$ cat src/rtl/vz_mem_inject.sv
// VZ snapshot loader back end: buffers loader byte writes and injects them into
// main RAM while holding the Z80 off the bus via BUSREQ/BUSACK.
//
// state   | meaning
// --------+---------------------------------------------------------------
// IDLE    | bus belongs to the CPU, waiting for buffered bytes
// REQ     | busreq raised, waiting for busack
// SETUP   | address/data of the FIFO head presented, no strobe yet
// WRITE   | ram_we pulse for the presented byte, entry popped
// HOLD    | FIFO empty but loader still busy, keep the bus
// RELEASE | busreq dropped, waiting for the CPU to take the bus back
module vz_mem_inject #(
  parameter int unsigned DEPTH  = 8,
  parameter logic [15:0] RAM_LO = 16'h7800,
  parameter logic [15:0] RAM_HI = 16'hB7FF
) (
  input  logic                     I_CLK,
  input  logic                     I_RST,
  input  logic                     ld_wr,
  input  logic [15:0]              ld_addr,
  input  logic [7:0]               ld_data,
  input  logic                     ld_busy,
  input  logic                     cpu_busack,
  output logic                     cpu_busreq,
  output logic [15:0]              ram_addr,
  output logic [7:0]               ram_data,
  output logic                     ram_we,
  output logic                     active,
  output logic [$clog2(DEPTH):0]   fifo_level,
  output logic                     overflow,
  output logic [7:0]               drop_cnt
);

  localparam int AW = $clog2(DEPTH);
  localparam int LW = AW + 1;

  typedef enum logic [2:0] {
    S_IDLE, S_REQ, S_SETUP, S_WRITE, S_HOLD, S_RELEASE
  } state_t;

  state_t        state, state_nxt;
  logic [23:0]   mem [DEPTH];
  logic [AW-1:0] wr_ptr, rd_ptr, rd_ptr_inc;
  logic [LW-1:0] level_nxt;
  logic          in_win, full, push, pop, drop;
  logic          busreq_d, we_d, active_d, load_d;
  logic [23:0]   head_d;

  assign in_win     = (ld_addr >= RAM_LO) && (ld_addr <= RAM_HI);
  assign full       = (fifo_level == LW'(DEPTH));
  assign push       = ld_wr && in_win && !full;
  assign drop       = ld_wr && !in_win;
  // a write only retires if the bus was still granted while strobing
  assign pop        = (state == S_WRITE) && cpu_busack;
  assign rd_ptr_inc = rd_ptr + AW'(1);
  assign level_nxt  = fifo_level + LW'(push) - LW'(pop);

  always_ff @(posedge I_CLK) begin
    if (push) mem[wr_ptr] <= {ld_addr, ld_data};
  end

  always_ff @(posedge I_CLK) begin
    if (I_RST) begin
      wr_ptr     <= '0;
      rd_ptr     <= '0;
      fifo_level <= '0;
      overflow   <= 1'b0;
      drop_cnt   <= 8'd0;
    end else begin
      if (push) wr_ptr <= wr_ptr + AW'(1);
      if (pop)  rd_ptr <= rd_ptr_inc;
      fifo_level <= level_nxt;
      if (ld_wr && in_win && full) overflow <= 1'b1;
      if (drop && (drop_cnt != 8'hFF)) drop_cnt <= drop_cnt + 8'd1;
    end
  end

  always_ff @(posedge I_CLK) begin
    if (I_RST) begin
      state      <= S_IDLE;
      cpu_busreq <= 1'b0;
      ram_we     <= 1'b0;
      active     <= 1'b0;
      ram_addr   <= 16'h0000;
      ram_data   <= 8'h00;
    end else begin
      state      <= state_nxt;
      cpu_busreq <= busreq_d;
      ram_we     <= we_d;
      active     <= active_d;
      if (load_d) {ram_addr, ram_data} <= head_d;
    end
  end

  always_comb begin
    state_nxt = state;
    unique case (state)
      S_IDLE:    if (fifo_level != '0) state_nxt = S_REQ;
      S_REQ:     if (cpu_busack) state_nxt = S_SETUP;
      S_SETUP:   state_nxt = cpu_busack ? S_WRITE : S_REQ;
      S_WRITE: begin
        if (!cpu_busack)           state_nxt = S_REQ;
        else if (level_nxt != '0)  state_nxt = S_SETUP;
        else if (ld_busy)          state_nxt = S_HOLD;
        else                       state_nxt = S_RELEASE;
      end
      S_HOLD: begin
        if (!cpu_busack)           state_nxt = S_REQ;
        else if (fifo_level != '0) state_nxt = S_SETUP;
        else if (!ld_busy)         state_nxt = S_RELEASE;
      end
      S_RELEASE: if (!cpu_busack) state_nxt = S_IDLE;
      default:   state_nxt = S_IDLE;
    endcase
  end

  // outputs are decoded from the next state so the registered copies line up with it
  always_comb begin
    busreq_d = 1'b0;
    we_d     = 1'b0;
    active_d = 1'b0;
    load_d   = 1'b0;
    head_d   = mem[rd_ptr];
    unique case (state_nxt)
      S_REQ:   busreq_d = 1'b1;
      S_SETUP: begin busreq_d = 1'b1; active_d = 1'b1; load_d = 1'b1; end
      S_WRITE: begin busreq_d = 1'b1; active_d = 1'b1; we_d = 1'b1; end
      S_HOLD:  begin busreq_d = 1'b1; active_d = 1'b1; end
      default: ;
    endcase
    // after a pop the head moves on; with one entry left it is the byte being pushed now
    if (pop) head_d = (fifo_level == LW'(1)) ? {ld_addr, ld_data} : mem[rd_ptr_inc];
  end

endmodule

$ cat config.mk
export PLATFORM = sky130hd
export DESIGN_NAME = vz_mem_inject
export DESIGN_NICKNAME = d
export VERILOG_FILES = /design/src/rtl/vz_mem_inject.sv
export SDC_FILE = /design/constraint.sdc
export NUM_CORES = 1
export LEC_CHECK = 0
export CORE_MARGIN = 2
export CORE_UTILIZATION = 54
export DETAILED_ROUTE_END_ITERATION = 16
export PLACE_DENSITY = 0.76
export SLEW_MARGIN = 20
export SYNTH_ARGS = -nofsm -noshare
export SYNTH_HDL_FRONTEND = slang
export SYNTH_SLANG_ARGS = --single-unit
$ cat constraint.sdc
create_clock -name I_CLK -period 4.9 [get_ports I_CLK]
set_input_delay 1.47 -clock I_CLK [delete_from_list [all_inputs] [get_ports I_CLK]]
set_output_delay 1.47 -clock I_CLK [all_outputs]
set_load 0.02 [all_outputs]
==> impl_metrics.env <==
export IMPL_outcome="finished clean"
export IMPL_start_kind="primary input"
export IMPL_cp_required_ps=5350
export IMPL_final_max_slew_viol_count=0
export IMPL_worstHoldStart="ram_addr[8]$_SDFFE_PP0N_"
export IMPL_cts_sinks=244
export IMPL_final_period_minus_worst_setup_slack_ps=4640
export IMPL_overflow=0
export IMPL_ctsHtreeMaxLevel=1
export IMPL_initial_cell_density_of_the_core_pct=55.2
export IMPL_post_route_period_util_pct=94.6
export IMPL_first_global_vias=7604
export IMPL_tritoncts="built"
export IMPL_finish_cell_count_without_fillers=1137
export IMPL_grt_usage_pct=25.3
export IMPL_drt_pre_antenna_iters=5
export IMPL_core_um2=20300
export IMPL_crit_start="ld_addr[15]"
export IMPL_max_clock_freq_ghz=0.216
export IMPL_wl_per_cell_um=24.4
export IMPL_synth_seq_cells=244
export IMPL_clock_tree_root_cell="sky130_fd_sc_hd__clkbuf_16"
export IMPL_max_rail_drop_vdd_v=0.000284
export IMPL_slew_headroom_pct=31.5
export IMPL_placementRows=52
export IMPL_drt_vias_per_instance=6.52
export IMPL_clk_pin_slew_worst_paths_ps=60
export IMPL_ios=69
export IMPL_postSynthNetCount=798
export IMPL_total_cts_buffers=25
export IMPL_hold_viol_final=0
export IMPL_detailedRoute_firstIterationViolations=604
export IMPL_regToRegStartpoint="fifo_level[2]$_SDFF_PP0_"
export IMPL_detail_route_drc_violations=0
export IMPL_die_area_um2=21900
export IMPL_maxCapViolations=0
export IMPL_insertion_delay_ps=530
export IMPL_placed_cells=1090
export IMPL_arrival_ps=5080
export IMPL_postRouteWirelength_mm=27.8
export IMPL_grt_antenna_before_repair=0
export IMPL_fp_dieW_um=148
export IMPL_synth_yosys_seq_area_share_pct=60.8
export IMPL_post_cts_setup_buffers=0
export IMPL_hold_path_class="flop to flop"
export IMPL_dp_hpwl_mm=16.2
export IMPL_final_setup_skew_ps=16.8
export IMPL_post_synth_inst_count=759
export IMPL_setup_tns_ps=0
export IMPL_yosys_warnings=0
export IMPL_postCtsHoldBufs=0
export IMPL_remaining_antenna_violation_count_after_routing=0
export IMPL_rsz0062_at_grt="no"
export IMPL_portBuffers=68
export IMPL_criticalPathCategory="primary input to flop"
export IMPL_yosys_cell_types_count=50
export IMPL_syn_cell_area_um2=11200
export IMPL_total_leakage_power_nw=4.04
export IMPL_final_net_count=887
export IMPL_power_per_standard_cell_area_nw_per_um2=378
export IMPL_gp_routability_congestion=0.810
export IMPL_cts_resized=0
export IMPL_cp_end_kind="flop"
export IMPL_grt_pass1_wl_mm=42.2
export IMPL_num_antenna_cells=0
export IMPL_die_h_um=148
export IMPL_syn_to_final_growth_pct=17.9
export IMPL_synth_avg_cell_area_um2=14.8
export IMPL_max_clock_path_buffers=3
export IMPL_final_layout_size_suffix_gt1_share_pct=17.8
export IMPL_via_count_of_the_routed_design=7416
export IMPL_grt_max_degree=53
export IMPL_actual_slew_at_the_worst_max_slew_pin_ps=1030
export IMPL_cp_max_fo=37
export IMPL_number_of_setup_violations_in_the_final_report=0
export IMPL_nFillCells=1470
## registers in the layout (all words and copies together) (netlist names), named ones only
register    flops
fifo_level      4
ram_we          1
state           3
drop_cnt        8
active          1
wr_ptr          3
overflow        1
mem           192
rd_ptr          3
ram_data        8
cpu_busreq      1
ram_addr       16
## report_power, final
group	total [mW]	switching [mW]	leakage, nW	internal, mW
Clock	1.76	0.765	0.372	0.991
Combinational	0.871	0.483	1.52	0.389
Sequential	2.36	0.0568	2.15	2.30
Total	4.99	1.30	4.04	3.68
## placed cells by master (no fill, tap or decap), types with 2 or more instances in the layout
master | Yosys | layout
sky130_fd_sc_hd__a21o_1 | 2 | 2
sky130_fd_sc_hd__a21oi_1 | 50 | 50
sky130_fd_sc_hd__a22oi_1 | 44 | 44
sky130_fd_sc_hd__and3_1 | 3 | 3
sky130_fd_sc_hd__buf_12 | 0 | 3
sky130_fd_sc_hd__buf_4 | 3 | 44
sky130_fd_sc_hd__clkbuf_1 | 24 | 5
sky130_fd_sc_hd__clkbuf_16 | 0 | 25
sky130_fd_sc_hd__clkdlybuf4s50_1 | 0 | 67
sky130_fd_sc_hd__clkinv_1 | 0 | 9
sky130_fd_sc_hd__clkinv_2 | 0 | 5
sky130_fd_sc_hd__dfxtp_1 | 52 | 50
sky130_fd_sc_hd__edfxtp_1 | 192 | 192
sky130_fd_sc_hd__ha_1 | 9 | 8
sky130_fd_sc_hd__inv_1 | 11 | 11
sky130_fd_sc_hd__inv_2 | 2 | 2
sky130_fd_sc_hd__mux2i_1 | 91 | 91
sky130_fd_sc_hd__mux4_2 | 52 | 52
sky130_fd_sc_hd__nand2_1 | 12 | 12
sky130_fd_sc_hd__nand2b_1 | 3 | 3
sky130_fd_sc_hd__nand3_1 | 2 | 2
sky130_fd_sc_hd__nand3b_1 | 2 | 2
sky130_fd_sc_hd__nand4_1 | 6 | 6
sky130_fd_sc_hd__nor2_1 | 35 | 32
sky130_fd_sc_hd__nor2_2 | 0 | 3
sky130_fd_sc_hd__nor2b_1 | 3 | 3
sky130_fd_sc_hd__nor3_2 | 0 | 4
sky130_fd_sc_hd__o21ai_0 | 30 | 30
sky130_fd_sc_hd__o21ai_1 | 17 | 17
sky130_fd_sc_hd__o221ai_1 | 2 | 2
sky130_fd_sc_hd__o22a_1 | 24 | 24
sky130_fd_sc_hd__or3_1 | 2 | 2
sky130_fd_sc_hd__or4_1 | 22 | 22
sky130_fd_sc_hd__xnor2_1 | 3 | 3
sky130_fd_sc_hd__xor2_1 | 11 | 11
## worst paths after layout
| kind | end | slack, ps | cells past startpoint |
|---|---|---|---|
| setup / recovery | ram_data[5]$_SDFFE_PP0N_ | 260 | 14 |
| hold / removal | ram_addr[8]$_SDFFE_PP0N_ | 490 | 2 |
| setup reg to reg | ram_data[5]$_SDFFE_PP0N_ | 1560 | 15 |
| hold reg to reg | ram_addr[8]$_SDFFE_PP0N_ | 490 | 2 |
## metal layers
| layer | global-route usage [%] | vias up | part of all wire (%) |
|---|---|---|---|
| met3 | 4.10 | 73 | 8.0 |
| met2 | 44.6 | 351 | 52 |
| met5 | 0 | - | 0 |
| met1 | 32.5 | 3756 | 38 |
| li1 | - | 3236 | - |
| met4 | 7.67 | 0 | 2.5 |
## through the flow
step / instance area, µm² / util, % / setup WS, ps / hold slack, ps / total power, mW
after floorplan: 11200 / - / 154 / 454 / 2.89
after global placement: 12400 / 61.2 / -95.1 / 468 / 3.23
after detailed placement: 12400 / 61.2 / -263 / 480 / 3.26
after CTS: 13200 / 64.9 / 279 / 488 / 5.00
after global routing: 13200 / 65.1 / 95.8 / 519 / 5.15
final: 13200 / 65.1 / 263 / 492 / 4.99
## area by class of cell
class	count	area (µm²)	share of cell area, %
timing repair buffer	116	1090	8.28
clock buffer	30	644	4.88
sequential	244	6810	51.6
inverter	13	48.8	0.370
tap	270	338	2.56
clock inverter	16	109	0.824
multi-input combinational	448	4160	31.5
## cells in the mapped netlist (all sizes together)
master	count	share of area [%]
nand4b	1	0.078
or2	1	0.056
clkbuf	24	0.80
a21o	2	0.13
o31ai	1	0.067
xor2	12	1.0
nand3	2	0.089
a211o	1	0.078
nor4	1	0.056
a22oi	44	3.0
a41oi	1	0.078
and3	3	0.17
o311ai	1	0.078
edfxtp	192	51
mux4	52	10
o221ai	2	0.16
xnor2	3	0.23
or3	2	0.11
nand4	6	0.34
o21ai	47	2.1
a311oi	1	0.13
mux2i	91	8.1
o41ai	1	0.15
dfxtp	52	9.3
inv	13	0.44
fa	1	0.18
a21oi	51	2.3
o22a	24	1.9
nor3b	1	0.11
nand3b	2	0.13
ha	9	1.0
or4	22	1.5
a221oi	1	0.078
nor2b	3	0.17
o41a	1	0.10
nand2	12	0.40
buf	30	1.6
o2111ai	1	0.078
a31o	1	0.078
nor3	5	0.22
a31oi	1	0.19
nor2	35	1.2
nand2b	3	0.17
## critical path: stages
cell and delay (ps):
sky130_fd_sc_hd__clkdlybuf4s50_1 720, sky130_fd_sc_hd__mux2i_1 350, sky130_fd_sc_hd__nand3_1 150, sky130_fd_sc_hd__ha_1 310, sky130_fd_sc_hd__inv_1 60, sky130_fd_sc_hd__ha_1 160
sky130_fd_sc_hd__inv_1 60, sky130_fd_sc_hd__fa_1 370, sky130_fd_sc_hd__xor2_1 180, sky130_fd_sc_hd__nand3b_1 220, sky130_fd_sc_hd__o311ai_4 120, sky130_fd_sc_hd__buf_12 210
sky130_fd_sc_hd__or4_1 540, sky130_fd_sc_hd__a21oi_1 140
## cell families (layout without fill, tap and decap cells)
kind of cell,Yosys count,after routing,share of synthesized area [%]
AOI/OAI and AO/OA,181,181,10.6
xor gates and xnor gates,15,15,1.24
adders and majority gates,10,10,1.18
buffers and inverters,67,175,2.79
DFF,244,244,60.8
muxes,143,143,18.6
and+or+nand+nor,99,99,4.75
Note: power is estimated with default switching activity, not from simulation.
